## config.mk

```make
export PLATFORM = sky130hd
export DESIGN_NAME = tia_player_position_counter
export DESIGN_NICKNAME = d
export VERILOG_FILES = /design/src/rtl/tia_player_position_counter_pkg.sv /design/src/rtl/tia_player_copy_decode.sv /design/src/rtl/tia_player_position_counter.sv
export SDC_FILE = /design/constraint.sdc
export NUM_CORES = 1
export LEC_CHECK = 0
export ABC_AREA = 1
export CORE_AREA = 4 4 50 52
export CTS_CLUSTER_DIAMETER = 50
export CTS_CLUSTER_SIZE = 14
export DETAILED_ROUTE_END_ITERATION = 12
export DIE_AREA = 0 0 54 56
export GPL_ROUTABILITY_DRIVEN = 0
export GPL_TIMING_DRIVEN = 1
export PLACE_DENSITY_LB_ADDON = 0.12
export SLEW_MARGIN = 10
export SYNTH_ARGS = -nofsm -noshare
export SYNTH_HDL_FRONTEND = slang
export SYNTH_SLANG_ARGS = --single-unit
```

## constraint.sdc

```tcl
create_clock -name clkp -period 2 [get_ports clkp]
set_clock_uncertainty 0.2 [all_clocks]
set_input_delay 0.4 -clock clkp [delete_from_list [all_inputs] [get_ports clkp]]
set_output_delay 0.4 -clock clkp [all_outputs]
set_load 0.05 [all_outputs]
```

## src/rtl/tia_player_position_counter_pkg.sv

```systemverilog
// -----------------------------------------------------------------------------
// tia_player_position_counter_pkg
//
// Shared definitions for the player horizontal position counter:
//   - LINE_CLOCKS: visible colour clocks per line (counter modulus)
//   - NUSIZ encodings (number/size field of NUSIZx)
//   - copy offsets (16, 32, 64 colour clocks after the main copy)
//   - width_enable(): count_bar qualification for double/quad width players
// -----------------------------------------------------------------------------
package tia_player_position_counter_pkg;

    localparam int unsigned LINE_CLOCKS = 160;
    localparam logic [7:0]  LAST_POS    = 8'(LINE_CLOCKS - 1);

    localparam logic [7:0] COPY_OFFSET_CLOSE = 8'd16;
    localparam logic [7:0] COPY_OFFSET_MED   = 8'd32;
    localparam logic [7:0] COPY_OFFSET_WIDE  = 8'd64;

    typedef enum logic [2:0] {
        NUSIZ_ONE         = 3'b000,
        NUSIZ_TWO_CLOSE   = 3'b001,
        NUSIZ_TWO_MED     = 3'b010,
        NUSIZ_THREE_CLOSE = 3'b011,
        NUSIZ_TWO_WIDE    = 3'b100,
        NUSIZ_DOUBLE      = 3'b101,
        NUSIZ_THREE_MED   = 3'b110,
        NUSIZ_QUAD        = 3'b111
    } nusiz_e;

    // High when the scan counter may advance on this tick. Double width
    // advances on every second tick, quad width on every fourth.
    function automatic logic width_enable(input logic [2:0] nusiz,
                                          input logic [1:0] prescaler);
        logic en;
        case (nusiz_e'(nusiz))
            NUSIZ_DOUBLE: en = prescaler[0];
            NUSIZ_QUAD:   en = (prescaler == 2'd3);
            default:      en = 1'b1;
        endcase
        return en;
    endfunction

endpackage

```

## src/rtl/tia_player_copy_decode.sv

```systemverilog
// -----------------------------------------------------------------------------
// tia_player_copy_decode
//
// Purely combinational decode of the position the counter is about to take.
//   next_position_i : position after this edge (0..159)
//   nusiz_i         : NUSIZx number/size field
//   main_match_o    : next position is 0 (start of the main copy)
//   copy_match_o    : next position is one of the copy offsets for nusiz_i
// The caller qualifies both flags with tick/resp/armed state.
// -----------------------------------------------------------------------------
module tia_player_copy_decode
    import tia_player_position_counter_pkg::*;
(
    input  logic [7:0] next_position_i,
    input  logic [2:0] nusiz_i,
    output logic       main_match_o,
    output logic       copy_match_o
);

    logic at_close;
    logic at_med;
    logic at_wide;

    assign at_close = (next_position_i == COPY_OFFSET_CLOSE);
    assign at_med   = (next_position_i == COPY_OFFSET_MED);
    assign at_wide  = (next_position_i == COPY_OFFSET_WIDE);

    assign main_match_o = (next_position_i == 8'd0);

    // NOTE: every output of an always_comb gets a default first, so no path
    // through the case can leave it unassigned and infer a latch.
    always_comb begin
        copy_match_o = 1'b0;
        case (nusiz_e'(nusiz_i))
            NUSIZ_TWO_CLOSE:   copy_match_o = at_close;
            NUSIZ_TWO_MED:     copy_match_o = at_med;
            NUSIZ_THREE_CLOSE: copy_match_o = at_close | at_med;
            NUSIZ_TWO_WIDE:    copy_match_o = at_wide;
            NUSIZ_THREE_MED:   copy_match_o = at_med | at_wide;
            default:           copy_match_o = 1'b0;
        endcase
    end

endmodule

```

## src/rtl/tia_player_position_counter.sv

```systemverilog
// -----------------------------------------------------------------------------
// tia_player_position_counter
//
// Horizontal position counter for one TIA player object. Counts motion-clock
// ticks modulo 160 and produces the start/advance strobes for the player
// graphics scan counter.
//
// Ports:
//   clkp        in  colour clock, all state changes on the rising edge
//   reset       in  synchronous, active-high reset
//   motck       in  motion-clock enable (visible colour clocks)
//   hmove_extra in  extra motion-clock pulse from HMOVE logic during HBLANK
//   resp        in  RESPx strobe, one clkp wide; reloads position to 0
//   nusiz       in  NUSIZx number/size field
//   start_bar   out active-low start strobe to the scan counter (registered)
//   count_bar   out active-low advance enable to the scan counter (registered)
//   position    out current horizontal position 0..159 (debug)
// -----------------------------------------------------------------------------
module tia_player_position_counter
    import tia_player_position_counter_pkg::*;
(
    input  logic       clkp,
    input  logic       reset,
    input  logic       motck,
    input  logic       hmove_extra,
    input  logic       resp,
    input  logic [2:0] nusiz,
    output logic       start_bar,
    output logic       count_bar,
    output logic [7:0] position
);

    logic [7:0] position_q,     position_d;
    logic [1:0] prescaler_q,    prescaler_d;
    logic       copies_armed_q, copies_armed_d;
    logic       start_bar_q,    start_bar_d;
    logic       count_bar_q,    count_bar_d;

    logic tick;
    logic start;
    logic main_match;
    logic copy_match;

    // Both enables together still move the object by one clock.
    assign tick = motck | hmove_extra;

    tia_player_copy_decode u_copy_decode (
        .next_position_i (position_d),
        .nusiz_i         (nusiz),
        .main_match_o    (main_match),
        .copy_match_o    (copy_match)
    );

    always_comb begin
        position_d = position_q;
        if (resp) begin
            position_d = 8'd0;
        end else if (tick) begin
            position_d = (position_q == LAST_POS) ? 8'd0 : position_q + 8'd1;
        end
    end

    // With tick and no resp, next position 0 can only come from the 159->0
    // wrap. The resp load also lands on 0 but must not start the main copy.
    // Copies stay disabled from reset until the first resp has placed the
    // object; after that they remain enabled until the next reset.
    always_comb begin
        start          = tick & ~resp & (main_match | (copies_armed_q & copy_match));
        copies_armed_d = copies_armed_q | resp;
        start_bar_d    = ~start;
        count_bar_d    = ~(tick & width_enable(nusiz, prescaler_q));

        prescaler_d = prescaler_q;
        if (start) begin
            prescaler_d = 2'd0;
        end else if (tick) begin
            prescaler_d = prescaler_q + 2'd1;
        end
    end

    // NOTE: sequential state uses non-blocking assignments so every register
    // samples the pre-edge values, independent of statement order.
    always_ff @(posedge clkp) begin
        if (reset) begin
            position_q     <= 8'd0;
            prescaler_q    <= 2'd0;
            copies_armed_q <= 1'b0;
            start_bar_q    <= 1'b1;
            count_bar_q    <= 1'b1;
        end else begin
            position_q     <= position_d;
            prescaler_q    <= prescaler_d;
            copies_armed_q <= copies_armed_d;
            start_bar_q    <= start_bar_d;
            count_bar_q    <= count_bar_d;
        end
    end

    assign start_bar = start_bar_q;
    assign count_bar = count_bar_q;
    assign position  = position_q;

endmodule
```

Yosys cells after proc, flatten, opt, wreduce, memory -nomap -nowiden. Index checks and enable logic that the tools add are counted.

Register bits: 13. Input port bits: 8. Logic and storage cells: 38. Output and inout port bits: 10.

Bitwise gates (word level): 12. Eq/ne operators: 12. Add/subtract/negate cells: 2. Mux-type cells: 5. Reductions and logical operators: 2.

Operators with widths (count): 2-to-1 mux 8 bit (3); equality test 3 bit, second input constant (4); adder 8 x 1 -> 8 bit, second input constant (1); equality test 8 x 5 -> 1 bit, second input constant (1); equality test 8 x 6 -> 1 bit, second input constant (1); equality test 8 x 7 -> 1 bit, second input constant (1); equality test 8 bit, second input constant (1); logical NOT 8 bit (1); equality test 3 x 2 -> 1 bit, second input constant (2); OR 1 bit (5); one-hot mux 1 bit (5 select lines) (1); bitwise AND 1 bit (4); equality test 3 x 1 -> 1 bit, second input constant (1); NOT 1 bit (3); adder 2 x 1 -> 2 bit, second input constant (1); equality test 2 bit, second input constant (1); one-hot mux 1 bit (2 select lines) (1); OR reduction 2 bit (1).

Depth between registers and ports, before layout. Gate-level depths: netlist (run 1).

Word-level depth: 11. Depth in mapped cells: 15. Depth with buffers taken out: 15.

By module. A second synthesis (run 1) with hierarchy kept.

Cells, all modules: 107. Area, all modules: 777.0 µm².

Modules (own cells, without submodules): tia_player_position_counter (times used 1, sequential area each 260.2 µm², cells each 87, area an instance 688.2 µm²); tia_player_copy_decode (times used 1, sequential area each 0.0 µm², cells each 20, area an instance 88.8 µm²).

Worst setup path before layout (run 1). OpenSTA, ideal clock, no wires.

Path kind: register -> register. Start: register position_q[1], in the netlist position[1]. End: register start_bar_q, in the netlist start_bar. Period minus slack after synthesis: 2.212 ns. Data required time: 1.686 ns. Library setup time: 0.114 ns. Arrival time: 1.898 ns. Path buffers: 0. Slack: -0.212 ns. Cell stages (with the launch flop): 15. Cells stage by stage: dfxtp_1 ha_1 nand3_2 nor2_4 nand2_1 nand2_2 inv_4 nand2_1 nand3_1 nor2_1 nand3_1 nor2_1 nand2_1 nand2_2 nand2_1.

Longest elaborated chain between the ends: 11. Elaborated cells on any way between the ends: 16. Classes of those cells: add/sub: 1; eq/ne: 4; mux: 4; bitwise: 6; reduce/logical: 1.

RTL lines: from (decl) (RTL line tia_player_position_counter.sv:33) `logic [7:0] position_q, position_d;`; from (signal assigned) (RTL line tia_player_position_counter.sv:91) `position_q <= position_d;`; adder 8 x 1 -> 8 bit / equality test 8 bit (equally long branches) (RTL line tia_player_position_counter.sv:59) `position_d = (position_q == LAST_POS) ? 8'd0 : position_q + 8'd1;`; 2-to-1 mux 8 bit (RTL line tia_player_position_counter.sv:59); 2-to-1 mux 8 bit (*) (RTL line tia_player_position_counter.sv:58) `end else if (tick) begin`; 2-to-1 mux 8 bit (*) (RTL line tia_player_position_counter.sv:56) `if (resp) begin`; equality test 8 x 6 -> 1 bit, or another cell as far along (RTL line tia_player_copy_decode.sv:25) `assign at_med = (next_position_i == COPY_OFFSET_MED);`; OR 1 bit, on equally long branches (RTL line tia_player_copy_decode.sv:39, tia_player_copy_decode.sv:37); one-hot mux 1 bit (5 select lines) (RTL line tia_player_copy_decode.sv:34) `case (nusiz_e'(nusiz_i))`; bitwise AND 1 bit (RTL line tia_player_position_counter.sv:68) `start = tick & ~resp & (main_match | (copies_armed_q & copy_match));`; OR 1 bit (*) (RTL line tia_player_position_counter.sv:68); bitwise AND 1 bit (*) (RTL line tia_player_position_counter.sv:68); NOT 1 bit (*) (RTL line tia_player_position_counter.sv:70) `start_bar_d = ~start;`; to (signal assigned) (RTL line tia_player_position_counter.sv:94) `start_bar_q <= start_bar_d;`; to (decl) (RTL line tia_player_position_counter.sv:36) `logic start_bar_q, start_bar_d;`.

Mark *: on every way between the ends. The rest lies on a longest branch, timed or not. A chain may end at the register's enable or synchronous reset.

Final worst setup path (run 1). Same ends and word-level chain as after synthesis.

==> summary.md, run 1 <==
| Metric | Value |
|---|---|
| H-tree lvl count | `1` |
| Crit path DAT | `approximately 1.9 ns` |
| Worst path cell trace | `ha_4 > nand3_4 > nor2_4 > buf_4 > nor2_1 > nor2_2 > nand2_1 > nand2_1 > nand3_1 > nand2_1 > nand2_1 > nand2_1 > nand2_1 > nand2_2 > nand2_1` |
| Seq cells post-synth | `13` |
| Detailed Route Iter0 Violations | `17` |
| Critical Path RT | `approximately 2.0 ns` |
| Max FO, Critical Path | `4` |
| Commonest non-fill, non-tap cells in the layout | `buf_4 (25), nor2_1 (23), nand2_1 (22)` |
| Worst-Margin Slew | `around 0.29 ns` |
| Max-cap viol count | `0` |
| CTS Root Cell | `clkbuf_4` |
| Worst Setup Start Kind | `flip-flop` |
| Die height | `between 50 and 60 um` |
| Most common cell after layout, fill and taps aside | `buf_4` |
| Final hold vios | `0` |
| Top Layer Used | `met4` |
| Max VDD drop | `~0.00032 V` |
| Largest family of logic cells by synthesized area | `simple AND/OR/NAND/NOR gates` |
| Setup violators final | `0` |
| WL per Instance | `roughly 12 um` |
| First-pass GRT wire length | `~3300 um` |
| Mapped Nets | `approximately 130` |
| Unique cell type count in the Yosys netlist | `25` |
| Inserted Diodes | `0` |
| Initial antenna violation count | `0` |
| Asr flop ratio synth | `0` |
| Slew Limit Fails | `0` |
| Nets | `approximately 170` |
| Min Tclk post-route | `roughly 1.9 ns` |
| Gr ovfl total | `0` |
| Worst skew pair latency | `0.28 ns` |
| Worst Hold Class | `flip-flop to flip-flop` |
| Hold Buf Count CTS | `0` |
| Simple logic cell fraction of the synthesized area | `0.473` |
| CTS Buf Count | `3` |
| Mean Syn Cell Area | `6.74 um^2` |
| Adder-cell area share of the yosys netlist | `0.0312` |
| Share of cells above drive strength 1 | `0.357` |
| Clock buffer depth | `2` |
| Relative slew margins | `0.808` |
| Slowest stage delay, CP | `around 0.38 ns` |
| Syn. warnings | `0` |
| Boundary Pins | `18` |
| Post-synthesis xor/xnor area fraction | `0.0218` |
| Area fraction in compound gates after synthesis | `0.0499` |
| Die W | `between 50 and 60 um` |
| Clock sinks | `13` |
| Num rows | `17` |
| Crit-path most repeated cell | `nand2_1` |
| Final ANT Viol Nets | `0` |
| WS Path Type | `flip-flop to flip-flop` |
| Crit path max-delay cell type | `dfxtp_4` |
| Clock-pin slew on the worst setup and hold paths | `~0.09 ns` |
| Pin count of the biggest net entering global routing | `8` |
| Static Leakage | `approximately 0.57 nW` |
| PD cells | `around 480 nW/um^2` |
| Filler cells | `between 200 and 250` |
| Mux cell area share after synthesis | `0.0125` |
| Number of remaining DRC errors | `0` |
| Cell family with most CP delay | `simple AND/OR/NAND/NOR gates` |
| Fin crit share | `0.950` |
| Post-synth EDFFs | `0` |
| Routed metal-1 wire length | `~900 um` |
| Synth Cell Area | `802 um^2` |
| Placeable Area | `approximately 2100 um^2` |
| Initial Util | `0.381` |
| Final HPWL DP | `around 1500 um` |
| Max Clk Rate | `roughly 0.53 GHz` |
| CTS tree | `done` |
| Routed met3 length | `about 96 um` |
| Crit end category | `flip-flop` |
| Final Power | `between 0.5 and 0.6 mW` |
| Outcome | `complete, no violations` |
| Pre-Repair DR Iteration Count | `4` |
| Vias in the first global route | `approximately 770` |
| DR vias | `between 800 and 900` |
| Die ar. | `~3000 um^2` |
| Setup slack after placement | `-0.305 ns` |
| Met2 WL | `about 1100 um` |
| Routed wire length | `2100 um` |
| Sequential share of the synthesized area | `0.324` |
| Port buffer count | `17` |
| Via density per instance | `about 4.8` |
| Ys flop type | `dfxtp_1` |
| RSZ-0062 raised after global routing | `true` |
| Area Growth Syn to Fin | `49.3%` |
| Final setup margin | `0.0992 ns` |
| Bufs and invs on worst path | `1` |
| Tot GR Track Use | `0.145` |
| Cells after Synth | `between 100 and 150` |
==> through the flow <==
step                std cells   util  TNS (ns)  hold WS (ns)  instance area, um^2
detailed placement        176  0.510     -1.00         0.260                 1070
finish                    182  0.569         0         0.273                 1200
CTS                       180  0.522         0         0.283                 1100
floorplan                 119      -         0         0.228                  807
global route              182  0.569   -0.0649         0.311                 1200
global placement          176  0.510    -0.884         0.250                 1070
==> worst reg2reg max path, cell delays in order, from the launching register on <==
cell and delay [ns]:
dfxtp_4 0.38, ha_4 0.15, nand3_4 0.08, nor2_4 0.14, buf_4 0.13, nor2_1 0.04
nor2_2 0.15, nand2_1 0.07, nand2_1 0.07, nand3_1 0.06, nand2_1 0.06, nand2_1 0.04
nand2_1 0.05, nand2_1 0.06, nand2_2 0.07, nand2_1 0.05
==> synth_stat cells (2+ instances only) <==
| library cell | count | area [um^2] |
|---|---|---|
| nand2_1 | 25 | 93.8 |
| nor2_1 | 25 | 93.8 |
| nand3_1 | 15 | 75.1 |
| dfxtp_1 | 13 | 260 |
| inv_1 | 13 | 48.8 |
| nand4_1 | 4 | 25.0 |
| nand2_2 | 3 | 18.8 |
| nor2_4 | 3 | 33.8 |
| ha_1 | 2 | 25.0 |
==> layer usage <==
layer / vias to the layer above / global-route usage
met5: - / 0
met4: 0 / 0.0534
met3: 2 / 0.0268
met2: 22 / 0.230
met1: 397 / 0.189
li1: 452 / -
==> sequential cells by signal, summed over array words and instances (netlist names) <==
signal / count
copies_armed_q: 1
prescaler_q: 2
count_bar: 1
position: 8
start_bar: 1
==> report_power, final <==
| part | internal, mW | switching [mW] | total [mW] |
|---|---|---|---|
| Combinational | 0.0555 | 0.0741 | 0.130 |
| Sequential | 0.269 | 0.00808 | 0.277 |
| Clock | 0.0773 | 0.0949 | 0.172 |
==> what timing repair did <==
action | 4_1_cts | 5_1_grt
buffers inserted | 0 | 2
hold endpoints to repair | 0 | 0
pin swaps | 1 | 6
setup endpoints to repair | 3 | 3
gates resized for setup | 0 | 20
==> cell families after synthesis <==
kind of cell,after synthesis
muxes,1
DFF,13
AOI/OAI and AO/OA,6
xor gates and xnor gates,2
and+or+nand+nor,79
adders and majority gates,2
buffers and inverters,16
==> cell type report <==
class,instances,area (um^2),area share
clock buffers,4,26.3,0.0219
well taps,28,35.0,0.0293
inverters,15,61.3,0.0512
flip-flops and latches,13,270,0.226
repair buffers,32,263,0.219
multi-input cells,90,542,0.452
==> worst paths after layout <==
path / to / slack, ns / depth (start not counted) / start
min: copies_armed_q / 0.27 / 2 / copies_armed_q
max: start_bar / 0.1 / 15 / position[1]
min reg2reg: copies_armed_q / 0.27 / 2 / copies_armed_q
max reg2reg: start_bar / 0.1 / 15 / position[1]
Note: power is estimated with default switching activity, not from simulation.
==> run 2: changes to the inputs <==
clock period = 2.2 ns   (was 2 ns; I/O delays follow)
==> summary.md, run 2 (synthesis gave the netlist of run 1 again) <==
| Metric | Value |
|---|---|
| Clock buffer depth | `2` |
| Crit path max-delay cell type | `clkdlybuf4s50_1` |
| Die W | `~54 um` |
| Tot GR Track Use | `0.138` |
| Worst Hold Class | `flip-flop to flip-flop` |
| Static Leakage | `0.530 nW` |
| R2r endpoint | `start_bar` |
| Max VDD drop | `0.000335 V` |
| Clock-pin slew on the worst setup and hold paths | `approximately 0.080 ns` |
| H-tree lvl count | `1` |
| Most common cell after layout, fill and taps aside | `nor2_1` |
| WS Path Type | `flip-flop to output port` |
| Initial Util | `0.381` |
| Share of cells above drive strength 1 | `0.227` |
| CTS Root Cell | `clkbuf_4` |
| Number of remaining DRC errors | `0` |
| Non-Filler Instances | `approximately 180` |
| Gr ovfl total | `0` |
| Port buffer count | `17` |
| Setup violators final | `0` |
| Area Growth Syn to Fin | `39.9%` |
| Outcome | `complete, no violations` |
| Final HPWL DP | `~1500 um` |
| Pin count of the biggest net entering global routing | `8` |
| Clk pwr share | `0.294` |
| Top Usage Layer GRT | `met2` |
| Int Pwr | `approximately 0.36 mW` |
| DR vias | `about 830` |
| Nets | `161` |
| Reg power frac | `0.494` |
| Crit path launch | `position[5]` |
| Num rows | `17` |
| Die ar. | `3020 um^2` |
| Vias in the first global route | `between 700 and 800` |
| CTS tree | `done` |
| Via density per instance | `about 4.7` |
| Met1 usage | `0.170` |
| PD cells | `456 nW/um^2` |
| Bufs and invs on worst path | `1` |
| Levels on crit path | `1` |
| Cell family with most CP delay | `buffers and inverters` |
| Min Tclk post-route | `about 2.1 ns` |
| Filler cells | `213` |
| Die height | `approximately 56 um` |
| Crit path DAT | `roughly 1.5 ns` |
| Crit end category | `output port` |
| GR Util met2 | `0.220` |
| Worst-Margin Slew | `around 0.5 ns` |
| Post-CTS Repair Setup Buffers | `0` |
| Placeable Area | `2110 um^2` |
| Worst Setup Start Kind | `flip-flop` |
| CTS Buf Count | `3` |
| Max-cap viol count | `0` |
| Max FO, Critical Path | `4` |
| R2R depth | `14` |
| Pre-Repair DR Iteration Count | `4` |
| Final ANT Viol Nets | `0` |
| First-pass GRT wire length | `between 3000 and 4000 um` |
| Fin crit share | `0.970` |
| Detailed Route Iter0 Violations | `7` |
| Worst path cell trace | `clkdlybuf4s50_1` |
| Routed wire length | `1980 um` |
| Slew Limit Fails | `0` |
| Switching Fraction | `0.292` |
| Relative slew margins | `0.664` |
| Hold Buf Count CTS | `0` |
| Boundary Pins | `18` |
| Slowest stage delay, CP | `roughly 0.8 ns` |
| Commonest non-fill, non-tap cells in the layout | `nor2_1 (25), nand2_1 (24), buf_4 (14)` |
| Max FFs per register | `8` |
| Worst skew pair latency | `0.27 ns` |
| Net switching power | `about 0.15 mW` |
| Combinational share of power | `0.212` |
| Final hold vios | `0` |
| Critical Path RT | `1.56 ns` |
| Placed cell count | `174` |
| Flop2flop setup slack | `between 0.2 and 0.25 ns` |
| Max Clk Rate | `approximately 0.47 GHz` |
| WL per Instance | `around 11 um` |
| R2r startpoint | `position[0]` |
| Critical Path End | `position[5]` |
| GR Util met3 | `0.0402` |
| Clock sinks | `13` |
| Fin Hold WS | `about 0.26 ns` |
| Initial antenna violation count | `0` |
| Inserted Diodes | `0` |
## run 2: changes by cell type in the layout (fill, tap and decap cells not counted), sizes merged
cell | previous run | this run
buf | 25 | 14
clkdlybuf4s50 | 5 | 12
## run 2: worst min-delay path by stage
stage	from	endpoint	slack, ns	cells after the start
2_1_floorplan	copies_armed_q	copies_armed_q	0.23	2
3_3_place_gp	copies_armed_q	copies_armed_q	0.24	2
3_5_place_dp	copies_armed_q	copies_armed_q	0.25	2
4_1_cts	copies_armed_q	copies_armed_q	0.27	2
5_1_grt	copies_armed_q	copies_armed_q	0.29	2
6_report	copies_armed_q	copies_armed_q	0.26	2
## run 2: what timing repair did
item / CTS / global route
hold endpoints to repair: 0 / 0
resized for setup: 0 / 6
setup endpoints to repair: 0 / 3
## run 2: per-layer routing
layer  part of all wire  vias up
met5                  0        -
li1                   -      446
met4             0.0091        0
met1               0.44      366
met3              0.053        2
met2               0.50       17
## run 2: power by group through the flow
stage / logic, mW / clock network (mW) / registers (mW)
after CTS: 0.109 / 0.157 / 0.253
after global routing: 0.119 / 0.169 / 0.254
final: 0.109 / 0.150 / 0.253
after global placement: 0.106 / 0 / 0.258
after floorplan: 0.0490 / 0 / 0.274
after detailed placement: 0.108 / 0 / 0.258
## run 2: cell type report
class	count	area [um^2]	share of cell area
Sequential cell	13	263	0.234
Timing Repair Buffer	28	250	0.223
Inverter	15	58.8	0.0524
Tap cell	28	35.0	0.0312
Clock buffer	4	26.3	0.0234
Multi-Input combinational cell	90	489	0.436
## run 2: per-stage QoR
stage               total power, mW  utilization  instance area (um^2)  setup TNS, ns  worst slack [ns]
CTS                           0.518        0.522                  1100              0            0.0523
global route                  0.542        0.533                  1120        -0.0339           -0.0240
finish                        0.511        0.533                  1120              0            0.0658
global placement              0.364        0.510                  1070         -0.441            -0.153
floorplan                     0.323            -                   805              0             0.165
detailed placement            0.367        0.510                  1070         -0.448            -0.153
